[src/rtl/control_sequencer.sv]
// Microcoded-style control sequencer for a small accumulator CPU: a T-state register
// plus combinational strobe decode from state, opcode and flags.
module control_sequencer #(
    parameter logic [4:0] HALT_OP = 5'h1F
) (
    input  logic       clk,
    input  logic       rst,
    input  logic       sclr,
    input  logic       run,
    input  logic [4:0] opcode,
    input  logic       flag_z,
    input  logic       flag_c,
    output logic       pc_out,
    output logic       pc_inc,
    output logic       pc_load,
    output logic       mar_en,
    output logic       ir_en,
    output logic       ram_out,
    output logic       ram_we,
    output logic       acc_en,
    output logic       acc_out,
    output logic       b_en,
    output logic       alu_out,
    output logic       alu_sub,
    output logic       flag_en,
    output logic       out_en,
    output logic       halt,
    output logic [2:0] tstate
);

    localparam logic [4:0] OpNop = 5'h00;
    localparam logic [4:0] OpLda = 5'h01;
    localparam logic [4:0] OpAdd = 5'h02;
    localparam logic [4:0] OpSub = 5'h03;
    localparam logic [4:0] OpSta = 5'h04;
    localparam logic [4:0] OpLdi = 5'h05;
    localparam logic [4:0] OpJmp = 5'h06;
    localparam logic [4:0] OpJz  = 5'h07;
    localparam logic [4:0] OpJc  = 5'h08;
    localparam logic [4:0] OpOut = 5'h0E;

    typedef enum logic [2:0] {
        StT0   = 3'd0,
        StT1   = 3'd1,
        StT2   = 3'd2,
        StT3   = 3'd3,
        StT4   = 3'd4,
        StT5   = 3'd5,
        StHalt = 3'd6
    } state_e;

    typedef struct packed {
        logic pc_out;
        logic pc_inc;
        logic pc_load;
        logic mar_en;
        logic ir_en;
        logic ram_out;
        logic ram_we;
        logic acc_en;
        logic acc_out;
        logic b_en;
        logic alu_out;
        logic alu_sub;
        logic flag_en;
        logic out_en;
    } strobe_t;

    state_e  state_q, state_d;
    strobe_t st, st_gated;

    always_ff @(posedge clk or posedge rst) begin
        if (rst) begin
            state_q <= StT0;
        end else if (sclr) begin
            state_q <= StT0;
        end else if (run) begin
            state_q <= state_d;
        end
    end

    always_comb begin
        st      = '0;
        state_d = state_q;
        unique case (state_q)
            StT0: begin
                st.pc_out = 1'b1;
                st.mar_en = 1'b1;
                state_d   = StT1;
            end
            StT1: begin
                st.ram_out = 1'b1;
                st.ir_en   = 1'b1;
                st.pc_inc  = 1'b1;
                state_d    = StT2;
            end
            StT2: begin
                state_d = StT0;
                if (opcode == HALT_OP) begin
                    state_d = StHalt;
                end else begin
                    case (opcode)
                        OpLda, OpAdd, OpSub, OpSta, OpLdi, OpJmp, OpJz, OpJc: begin
                            st.pc_out = 1'b1;
                            st.mar_en = 1'b1;
                            state_d   = StT3;
                        end
                        OpOut: begin
                            st.acc_out = 1'b1;
                            st.out_en  = 1'b1;
                        end
                        OpNop:   state_d = StT0;
                        default: state_d = StT0;
                    endcase
                end
            end
            StT3: begin
                state_d = StT0;
                case (opcode)
                    OpLdi: begin
                        st.ram_out = 1'b1;
                        st.acc_en  = 1'b1;
                        st.pc_inc  = 1'b1;
                    end
                    OpLda, OpAdd, OpSub, OpSta: begin
                        // operand byte is an address: reload MAR from RAM
                        st.ram_out = 1'b1;
                        st.mar_en  = 1'b1;
                        st.pc_inc  = 1'b1;
                        state_d    = StT4;
                    end
                    OpJmp: begin
                        st.ram_out = 1'b1;
                        st.pc_load = 1'b1;
                    end
                    OpJz: begin
                        st.ram_out = flag_z;
                        st.pc_load = flag_z;
                        st.pc_inc  = ~flag_z;
                    end
                    OpJc: begin
                        st.ram_out = flag_c;
                        st.pc_load = flag_c;
                        st.pc_inc  = ~flag_c;
                    end
                    default: state_d = StT0;
                endcase
            end
            StT4: begin
                state_d = StT0;
                case (opcode)
                    OpLda: begin
                        st.ram_out = 1'b1;
                        st.acc_en  = 1'b1;
                    end
                    OpAdd, OpSub: begin
                        st.ram_out = 1'b1;
                        st.b_en    = 1'b1;
                        state_d    = StT5;
                    end
                    OpSta: begin
                        st.acc_out = 1'b1;
                        st.ram_we  = 1'b1;
                    end
                    default: state_d = StT0;
                endcase
            end
            StT5: begin
                state_d = StT0;
                if (opcode == OpAdd || opcode == OpSub) begin
                    st.alu_out = 1'b1;
                    st.acc_en  = 1'b1;
                    st.flag_en = 1'b1;
                    st.alu_sub = (opcode == OpSub);
                end
            end
            StHalt:  state_d = StHalt;
            default: state_d = StT0;
        endcase
    end

    assign st_gated = run ? st : '0;

    assign pc_out  = st_gated.pc_out;
    assign pc_inc  = st_gated.pc_inc;
    assign pc_load = st_gated.pc_load;
    assign mar_en  = st_gated.mar_en;
    assign ir_en   = st_gated.ir_en;
    assign ram_out = st_gated.ram_out;
    assign ram_we  = st_gated.ram_we;
    assign acc_en  = st_gated.acc_en;
    assign acc_out = st_gated.acc_out;
    assign b_en    = st_gated.b_en;
    assign alu_out = st_gated.alu_out;
    assign alu_sub = st_gated.alu_sub;
    assign flag_en = st_gated.flag_en;
    assign out_en  = st_gated.out_en;

    assign halt   = (state_q == StHalt);
    assign tstate = halt ? 3'd0 : state_q;

endmodule

[config.mk]
export PLATFORM = sky130hd
export DESIGN_NAME = control_sequencer
export DESIGN_NICKNAME = d
export VERILOG_FILES = /design/src/rtl/control_sequencer.sv
export SDC_FILE = /design/constraint.sdc
export NUM_CORES = 1
export LEC_CHECK = 0
export BUFFER_PORTS_ARGS = -buffer_cell sky130_fd_sc_hd__buf_4
export CAP_MARGIN = 25
export CORE_AREA = 2 2 39 41
export DETAILED_ROUTE_END_ITERATION = 6
export DIE_AREA = 0 0 41 43
export GPL_TIMING_DRIVEN = 0
export PLACE_DENSITY = 0.85
export SLEW_MARGIN = 30
export SYNTH_ARGS = -nofsm -noshare
export SYNTH_HDL_FRONTEND = slang
export SYNTH_SLANG_ARGS = --single-unit
[constraint.sdc]
create_clock -name clk -period 2.9 [get_ports clk]
set_input_delay 0 -clock clk [delete_from_list [all_inputs] [get_ports clk]]
set_output_delay 0 -clock clk [all_outputs]
set_load 0.005 [all_outputs]
Word level (Yosys, flattened, before mapping)

Cells that the tools add are included.

Bitwise operators: 2
Equality and inequality tests: 16
Multiplexer cells: 36
Reduce and logical (&&, ||, !) cells: 9

Operators by type and width:

| operator                                                        | count |
|---|---|
| 3-bit 2-to-1 mux                                                | 8 |
| 5-bit by 3-bit == test with 1-bit output, second input constant | 4 |
| 1-bit one-hot mux with 3 select lines                           | 6 |
| 3-bit one-hot mux with 6 select lines                           | 1 |
| 1-bit 2-to-1 mux                                                | 16 |
| 14-bit 2-to-1 mux                                               | 1 |
| 5-bit by 2-bit == test with 1-bit output, second input constant | 2 |
| 5-bit by 4-bit == test with 1-bit output, second input constant | 2 |
| 3-bit == test, second input constant                            | 3 |
| 8-bit OR reduction                                              | 1 |
| 3-bit by 2-bit == test with 1-bit output, second input constant | 2 |
| 1-bit one-hot mux with 2 select lines                           | 3 |
| 6-bit OR reduction                                              | 1 |
| 5-bit by 1-bit == test with 1-bit output, second input constant | 1 |
| 5-bit == test, second input constant                            | 1 |
| 5-bit OR reduction                                              | 1 |
| 4-bit OR reduction                                              | 1 |
| 3-bit by 1-bit == test with 1-bit output, second input constant | 1 |
| 3-bit logical NOT                                               | 1 |
| 3-bit OR reduction                                              | 1 |
| 2-bit 2-to-1 mux                                                | 1 |
| 1-bit NOT                                                       | 2 |
| 2-bit nonzero test                                              | 1 |
| 2-bit OR reduction                                              | 1 |
| 1-bit logical OR                                                | 1 |

Logic and storage cells: 64
Register bits: 3

Depth between registers and ports, before layout

Depth in word-level cells: 7
Gate-level depth with buffers: 5

Worst setup path before layout

No wires, ideal clock.

Path type: register to output
From: register state_q[2]
To: output acc_en
Arrival: 1.350 ns
Required time: 2.900 ns
Setup slack: 1.550 ns
Cell stages (with the launch flop): 4
Cell sequence: dfrtp_1 -> or4b_1 -> or3_1 -> a21boi_1

Longest elaborated chain between the ends: 3

Ends and longest elaborated chain:

| element                                                                          | RTL line | text |
|---|---|---|
| start, declared                                                                  | 69       | `state_e state_q, state_d;` |
| start signal, assigned                                                           | 74       | `state_q <= StT0;` |
| start signal, assigned                                                           | 76       | `state_q <= StT0;` |
| start signal, assigned                                                           | 78       | `state_q <= state_d;` |
| 3-bit == test / 3-bit by 2-bit == test with 1-bit output (equally long branches) | 85       | `unique case (state_q)` |
| 1-bit one-hot mux with 3 select lines *                                          | 85       |  |
| 14-bit 2-to-1 mux *                                                              | 182      | `assign st_gated = run ? st : '0;` |
| end, declared                                                                    | 20       | `output logic acc_en,` |

Mark *: on every way between the ends. The rest lies on a longest branch, timed or not.

Final worst setup path

From: register state_q[2]
To: output ram_out

Longest elaborated chain between the ends: 3

Ends and longest elaborated chain:

| element                                     | RTL line | text |
|---|---|---|
| 3-bit == test, or another cell as far along | 85       |  |
| 1-bit one-hot mux with 3 select lines *     | 85       |  |
| 14-bit 2-to-1 mux *                         | 182      |  |
| end, declared                               | 18       | `output logic ram_out,` |

Marks and branches as above.

==> run_results.csv <==
group,metric,value,unit
clock_network,cts_setup_buffers,0,
setup_path,crit_type,"flop to primary output",
timing,skew,0.00535,ns
timing,max_slew_margin,69.5,%
setup_path,end_kind,"primary output",
timing,drv_slew,0,
job,maxCapViolCount,0,
synth,syn-cell-area,563,um^2
timing,holdWs,0.190,ns
timing,finalSetupTns,0,ns
clock_network,worstSkewPairLatency,0.24,ns
cells_and_area,largest_reg_flops,3,
power_and_ir_drop,powerDensity,272,nW/um^2
cells_and_area,top_regs,"state_q x3",
synth,synth_edf_count,0,
timing,clock.fmax,539,MHz
clock_network,cts_buffer_depth,2,
power_and_ir_drop,peakVddDrop,0.210,mV
synth,ys_warn_count,0,
clock_network,clk_pin_slew,0.04,ns
routing,drc,0,
global_routing,grt_pass1_wl,3080,um
synth,synth.net_count,94,
die,core_area,1380,um^2
synth,synth-seq-cells,3,
cells_and_area,seq_area,75.1,um^2
synth,ys_seq_area_share,13.3,%
power_and_ir_drop,p_int,0.144,mW
cells_and_area,fin_area,832,um^2
synth,synth_top_area_share,13.3,%
synth,ys_async_sr_fraction,100,%
timing,finalHoldViolCount,0,
timing,fin_crit_sh,63.9,%
clock_network,numClockSinks,3,
synth,synth_top_area_cell,"dfrtp_1",
cells_and_area,regMostFlops,"state_q",
routing,detail_route.wl_per_cell,14.4,um
routing,vias,816,
power_and_ir_drop,switching_share,36.3,%
clock_network,h-tree-depth,1,
die,die_x,41,um
global_routing,antenna_found_initial,0,
clock_network,tritoncts.num_buffers,3,
die,die-area,1760,um^2
setup_path,start_kind,"flop",
clock_network,root_buffer,"clkbuf_4",
global_routing,grt_pass1_vias,738,
cells_and_area,finish.utilization,60.1,%
die,die_h,43,um
cells_and_area,multi_input_area,439,um^2
routing,via_per_inst,6.18,
die,top_level_ports,29,
global_routing,overflow,0,
place,gp_congestion,0.866,
place,place_area,786,um^2
min_path,min_path_type,"primary input to asynchronous set/reset pin",
power_and_ir_drop,power.static_leakage,0.370,nW
global_routing,grt_max_degree,11,
synth,syn_inst,83,
timing,fin_crit,1.85,ns
setup_path,cp.arrival,1.85,ns
die,initial_utilization,40.7,%
cells_and_area,fill_cells,128,
outcome,status,"finished, final reports clean",
cells_and_area,area_delta_synth_final,47.8,%
die,row_count,14,
routing,dr.pass1.iters,5,
setup_path,critPathMaxFanout,9,
synth,synthFlopType,"dfrtp_1",
power_and_ir_drop,p_switching,0.0823,mW
power_and_ir_drop,pwr-share-comb,43.4,%
cells_and_area,fin_nets,128,
synth,syn_area_per_cell,6.78,um^2
setup_path,crit_required,2.90,ns
place,dpl.cell_count,126,
timing,rsz0062_at_grt,"no",
global_routing,grt_usage,24.8,%
power_and_ir_drop,clock_power_share,34.0,%
routing,ant_nets,0,
cells_and_area,num_antenna_cells,0,
synth,yosys-top-cells-area,"dfrtp_1 (13%), nor2_1 (7.3%), a211oi_1 (5.3%), a21oi_1 (3.6%), nand2_1 (3.3%)",
clock_network,cts_tree,"built",
place,post-dp-hpwl,1380,um
cells_and_area,finalNonFillerCells,132,
timing,tightest_slew,0.456,ns
place,portBuffers,27,
setup_path,worstRegToRegCells,4,
routing,routed_wl,1900,um
timing,setup_viol,0,
power_and_ir_drop,seq_power_share,22.6,%
synth,ys_types,39,
routing,initialDrtViolationCount,33,
cells_and_area,layout-drive-gt1-share,34.5,%
[power groups by stage]
stage | sequential [mW] | clock [mW] | combinational [mW]
2_1_floorplan | 0.0502 | 0 | 0.0528
3_3_place_gp | 0.0513 | 0 | 0.0913
3_5_place_dp | 0.0515 | 0 | 0.0937
4_1_cts | 0.0510 | 0.0769 | 0.0961
5_1_grt | 0.0523 | 0.0833 | 0.106
6_report | 0.0513 | 0.0770 | 0.0983
[routing by layer]
layer / wire length [um] / track usage (%) / share of wire, % / up-vias
met1: 726 / 32.3 / 38 / 359
met3: 206 / 5.76 / 11 / 15
met2: 893 / 35.6 / 47 / 68
met5: 0 / 0 / 0 / -
met4: 73 / 14.7 / 3.8 / 0
li1: - / - / - / 374
[cells by family (layout without fill, tap and decap cells)]
logic type	after synthesis	in the layout	synth area share, %
compound gates	22	22	27.3
buf+inv	11	44	8.67
flops	3	3	13.3
simple gates	47	47	50.7
[critical path, cell delays in order, from the launching register on]
cell,delay (ns)
dfrtp_1,0.49
or4b_1,0.49
nor4_1,0.21
o21ai_0,0.13
a31oi_1,0.17
buf_4,0.13
[Yosys cell counts (all sizes together), types with 2 or more instances]
cell,n
nand2,5
o21a,2
clkbuf,4
nand3,3
nor4,3
and3,3
and2b,2
buf,4
nor2,11
o21ai,2
a21oi,4
dfrtp,3
or3,3
nor2b,2
inv,3
nand2b,3
a211oi,4
and4,2
o211ai,2
[layout by cell type (no fill, tap or decap), drive strengths merged, types with 2 or more instances in the layout]
cell type | synthesis | routed
a211oi | 4 | 4
a21oi | 4 | 4
and2b | 2 | 2
and3 | 3 | 3
and4 | 2 | 2
buf | 4 | 31
clkbuf | 4 | 8
dfrtp | 3 | 3
dlygate4sd3 | 0 | 2
inv | 3 | 3
nand2 | 5 | 5
nand2b | 3 | 3
nand3 | 3 | 3
nor2 | 11 | 11
nor2b | 2 | 2
nor4 | 3 | 3
o211ai | 2 | 2
o21a | 2 | 2
o21ai | 2 | 2
or3 | 3 | 3
[stage by stage]
step / power [mW] / setup WS, ns
3_5_place_dp: 0.145 / 1.35
4_1_cts: 0.224 / 1.10
6_report: 0.227 / 1.05
2_1_floorplan: 0.103 / 1.55
3_3_place_gp: 0.143 / 1.37
5_1_grt: 0.242 / 0.964
[area by class of cell]
class                      instances  share of cell area (%)
multi-input combinational         69                    52.8
tap                               16                    2.41
timing repair buffer              29                    26.8
clock buffer                       4                    3.16
buffer                             8                    4.51
inverter                           3                    1.35
sequential                         3                    9.02
[path summary, 6_finish.rpt]
check	startpoint	to	slack (ns)
worst min-delay path	rst	state_q[0]	0.19
min in group clk	run	state_q[0]	0.26
worst max-delay path	state_q[2]	ram_out	1.05
worst max register to register	state_q[2]	state_q[0]	1.39
max in group asynchronous	rst	state_q[1]	2.58
worst min register to register	state_q[1]	state_q[1]	0.75
[timing repair]
action,4_1_cts,5_1_grt
resized for setup,0,0
hold endpoints to repair,4,0
hold buffers,2,0
Power figures use the tool's default switching activity.
